`config.mk`:
```
export PLATFORM = sky130hd
export DESIGN_NAME = store_rmw_unit
export DESIGN_NICKNAME = d
export VERILOG_FILES = /design/src/rtl/store_rmw_unit.sv
export SDC_FILE = /design/constraint.sdc
export NUM_CORES = 1
export LEC_CHECK = 0
export BUFFER_PORTS_ARGS = -buffer_cell sky130_fd_sc_hd__buf_2
export CORE_AREA = 3 3 107 109
export CTS_CLUSTER_DIAMETER = 120
export DETAILED_ROUTE_END_ITERATION = 8
export DIE_AREA = 0 0 110 112
export GPL_ROUTABILITY_DRIVEN = 0
export HOLD_SLACK_MARGIN = 0.05
export PLACE_DENSITY_LB_ADDON = 0.25
export SYNTH_ARGS = -nofsm -noshare
export SYNTH_HDL_FRONTEND = slang
export SYNTH_SLANG_ARGS = --single-unit
```
`constraint.sdc`:
```
create_clock -name clk -period 2.3 [get_ports clk]
set_clock_uncertainty 0.05 [all_clocks]
set_input_delay 0.23 -clock clk [delete_from_list [all_inputs] [get_ports clk]]
set_output_delay 0.23 -clock clk [all_outputs]
set_load 0.02 [all_outputs]
```
`src/rtl/store_rmw_unit.sv`:
```
// Store path into a word-only data memory: sw writes directly, sb/sh perform
// a read-modify-write of the containing word. Misaligned/illegal sizes are rejected.
module store_rmw_unit #(
  parameter int ADDR_W = 32,
  localparam int WADDR_W = ADDR_W - 2
) (
  input  logic               clk,
  input  logic               rst,
  input  logic               st_valid,
  output logic               st_ready,
  input  logic [ADDR_W-1:0]  st_addr,
  input  logic [31:0]        st_data,
  input  logic [2:0]         st_size,
  output logic               st_done,
  output logic               st_err,
  output logic [WADDR_W-1:0] mem_addr,
  output logic               mem_rd_en,
  input  logic [31:0]        mem_rdata,
  output logic               mem_wr_en,
  output logic [31:0]        mem_wdata
);

  typedef enum logic [2:0] {IDLE, READ, MERGE, WRITE, ERR} state_t;

  localparam logic [2:0] SZ_B = 3'b000;
  localparam logic [2:0] SZ_H = 3'b001;
  localparam logic [2:0] SZ_W = 3'b010;

  state_t            state, state_nx;
  logic [ADDR_W-1:0] addr_q;
  logic [31:0]       data_q;
  logic [2:0]        size_q;
  logic [31:0]       wdata_q;
  logic [31:0]       merged;

  always_comb begin
    state_nx = state;
    case (state)
      IDLE: begin
        if (st_valid) begin
          if (st_size == SZ_W && st_addr[1:0] == 2'b00)
            state_nx = WRITE;
          else if (st_size == SZ_B || (st_size == SZ_H && !st_addr[0]))
            state_nx = READ;
          else
            state_nx = ERR;
        end
      end
      READ:    state_nx = MERGE;
      MERGE:   state_nx = WRITE;
      WRITE:   state_nx = IDLE;
      ERR:     state_nx = IDLE;
      default: state_nx = IDLE;
    endcase
  end

  // Little-endian lane insert over the word just read back.
  always_comb begin
    merged = mem_rdata;
    if (size_q == SZ_H) begin
      if (addr_q[1]) merged[31:16] = data_q[15:0];
      else           merged[15:0]  = data_q[15:0];
    end else begin
      case (addr_q[1:0])
        2'd0:    merged[7:0]   = data_q[7:0];
        2'd1:    merged[15:8]  = data_q[7:0];
        2'd2:    merged[23:16] = data_q[7:0];
        default: merged[31:24] = data_q[7:0];
      endcase
    end
  end

  always_ff @(posedge clk) begin
    if (rst) begin
      state   <= IDLE;
      addr_q  <= '0;
      data_q  <= '0;
      size_q  <= '0;
      wdata_q <= '0;
    end else begin
      state <= state_nx;
      if (state == IDLE && st_valid) begin
        addr_q <= st_addr;
        data_q <= st_data;
        size_q <= st_size;
      end
      if (state == MERGE)
        wdata_q <= merged;
    end
  end

  assign st_ready  = !rst && (state == IDLE);
  assign mem_rd_en = !rst && (state == READ);
  assign mem_wr_en = !rst && (state == WRITE);
  assign st_done   = !rst && (state == WRITE);
  assign st_err    = !rst && (state == ERR);
  assign mem_addr  = addr_q[ADDR_W-1:2];
  assign mem_wdata = (size_q == SZ_W) ? data_q : wdata_q;

endmodule
```
==> results.sh <==
export IMPL_status="completed"
export IMPL_arrival_ps=1900
export IMPL_cts_root_buf="clkbuf_8"
export IMPL_setup_viol=0
export IMPL_ys_seq_area_frac=0.3899
export IMPL_syn_to_final_growth_pct=25.99
export IMPL_async_reset_ff_frac=0
export IMPL_cts_made_buffers=9
export IMPL_timing_fmax_ghz=0.4589
export IMPL_grtUsageTotal=0.2500
export IMPL_cts_resized=0
export IMPL_diodes=0
export IMPL_ys_ff_latch=102
export IMPL_leakage_nw=2.812
export IMPL_detailed_place_hpwl_mm=10.11
export IMPL_drt_vias_per_instance=5.451
export IMPL_start_util=0.4896
export IMPL_drtAntennaViolNets=0
export IMPL_drt_pass1_iterations=5
export IMPL_powerDensity_nw_per_um2=590.5
export IMPL_syn_cell_area_um2=5238
export IMPL_peakVddDrop_mv=0.3576
export IMPL_nets=894
export IMPL_wl_mm=15.42
export IMPL_yosys_top_cells_area="dfxtp_1 39%, nand2_1 12%, mux2_2 8.6%, a21oi_1 6.5%, a32o_1 4.6%"
export IMPL_yosys_warnings=0
export IMPL_fin_crit_ps=2179
export IMPL_tns_ps=0
export IMPL_critPathCaptureType="primary output"
export IMPL_final_util=0.6168
export IMPL_crit_chain="nor3b_4 -> buf_4 -> mux2_2 -> buf_2"
export IMPL_drc=0
export IMPL_synth_edff_count=0
export IMPL_grt_start_max_net_pins=50
export IMPL_cts_clk_slew_worst_paths_ps=90
export IMPL_routedWlPerCell_um=16.45
export IMPL_hold_path_class="input pin to flip-flop"
export IMPL_row_count=38
export IMPL_cts_tree="built"
export IMPL_worst_path_max_delay_cell="dfxtp_1"
export IMPL_syn_nets=736
export IMPL_first_global_vias=4878
export IMPL_drtIter0Drc=281
export IMPL_syn_inst=634
export IMPL_port_buffers=168
export IMPL_num_vias=5108
export IMPL_syn_area_per_cell_um2=8.261
export IMPL_core_area_um2=10700
export IMPL_max_cap_viol_count=0
export IMPL_timing_slew_headroom=0.5139
export IMPL_die_height_um=112
export IMPL_dieArea_um2=12320
export IMPL_crit_fanout=21
export IMPL_hold_viol=0
export IMPL_worstPathRequired_ps=2020
export IMPL_io_pins=169
export IMPL_synth_top_area_frac=0.3899
export IMPL_max_stage_delay_ps=420
export IMPL_htreeDepth=3
export IMPL_ys_flop_type="dfxtp_1"
export IMPL_grt_pass1_wl_mm=24.29
export IMPL_tightestPinTransition_ps=729.1
export IMPL_yosysTopAreaCell="dfxtp_1"
export IMPL_finalCritPeriodShare=0.9474
export IMPL_die_w_um=110
export IMPL_grt_overflow=0
export IMPL_cts_path_max_buffers=2
export IMPL_critPathKind="flip-flop to primary output"
export IMPL_grt_setup_unrepaired="no"
export IMPL_drive_above_1_share=0.3074
export IMPL_antenna_found_initial=1
export IMPL_final_max_slew_viol_count=0
export IMPL_ys_types=35
export IMPL_clock_sinks=102
export IMPL_start_kind="flip-flop"
export IMPL_insertion_delay_ps=370
==> registers in the layout, summed over array words and instances (netlist names) <==
| register | flops |
|---|---|
| addr_q | 32 |
| data_q | 32 |
| size_q | 3 |
| state | 3 |
| wdata_q | 32 |
==> final timing paths <==
path              cells past startpoint  slack, ps   startpoint             to
setup / recovery                      4        120    size_q[1]  mem_wdata[17]
hold / removal                        3         60  st_data[18]     data_q[18]
setup reg to reg                      4        430     state[2]      addr_q[7]
hold reg to reg                       2        410   data_q[28]     data_q[28]
==> stage by stage <==
step	hold WS [ps]	std cells	setup WS, ps	power (W)	instance area, um2
floorplan	280.8	634	397.7	0.002605	5238
global placement	389.7	869	494.5	0.002818	5911
detailed placement	394.2	869	438.9	0.002845	5911
CTS	50.02	937	88.31	0.003916	6599
global route	62.80	937	29.46	0.004095	6599
finish	55.31	937	121.0	0.003897	6599
==> report_power, final <==
group	leakage, nW	internal [W]	switching [W]	total [W]
Sequential	0.834	0.00188	0.000120	0.00200
Combinational	1.89	0.000389	0.000495	0.000884
Clock	0.0861	0.000419	0.000596	0.00102
Total	2.81	0.00269	0.00121	0.00390
==> synth_stat cells, drive strengths merged (5+ instances only) <==
master and n:
a32o 24, nor4b 5, inv 25, o211ai 32, clkbuf 37, o2bb2ai 8, nand3b 16, a211oi 9
buf 51, o311ai 8, o21ai 16, mux2 40, dfxtp 102, and3 8, mux2i 8, nand2 161
a21oi 68
==> worst max-delay path: cells and delay by family, from the launching register on <==
kind          cells  cell delay, ps
mux               1             390
buf+inv           2             490
simple gates      1             230
flops             1             420
==> layout make-up <==
| cell class | instances | area (um2) |
|---|---|---|
| Inverter | 25 | 93.84 |
| Multi-Input combinational cell | 419 | 2633 |
| Tap cell | 140 | 175.2 |
| Sequential cell | 102 | 2043 |
| Timing Repair Buffer | 235 | 1486 |
| Clock inverter | 4 | 22.52 |
| Clock buffer | 12 | 145.1 |
| Fill cell | 959 | 4099 |
==> logic make-up (layout without fill, tap and decap cells) <==
logic type | Yosys count | count (layout) | synth area share
compound gates | 170 | 170 | 0.2200
flops | 102 | 102 | 0.3899
buf+inv | 113 | 276 | 0.1140
mux | 48 | 48 | 0.1013
simple gates | 201 | 201 | 0.1749
==> cell usage in the layout, fill, tap and decap left out, drive strengths merged, types with 9 or more instances in the layout <==
cell / synthesis / final
a211oi: 9 / 9
a21oi: 68 / 68
a32o: 24 / 24
buf: 51 / 183
clkbuf: 37 / 12
dfxtp: 102 / 102
dlygate4sd3: 0 / 52
inv: 25 / 25
mux2: 40 / 40
nand2: 161 / 161
nand3b: 16 / 16
o211ai: 32 / 32
o21ai: 16 / 16
==> what timing repair did <==
action,CTS,global route
setup endpoints to repair,0,0
hold endpoints to repair,52,0
hold buffers,52,0
setup buffers,0,0
==> per-layer routing <==
metal | vias up | share of wire | global-route usage
met2 | 206 | 0.49 | 0.4199
met4 | 2 | 0.031 | 0.1114
li1 | 2506 | - | -
met3 | 34 | 0.078 | 0.04638
met1 | 2360 | 0.40 | 0.3072
met5 | - | 0.00045 | 0
(Power assumes the default switching activity.)
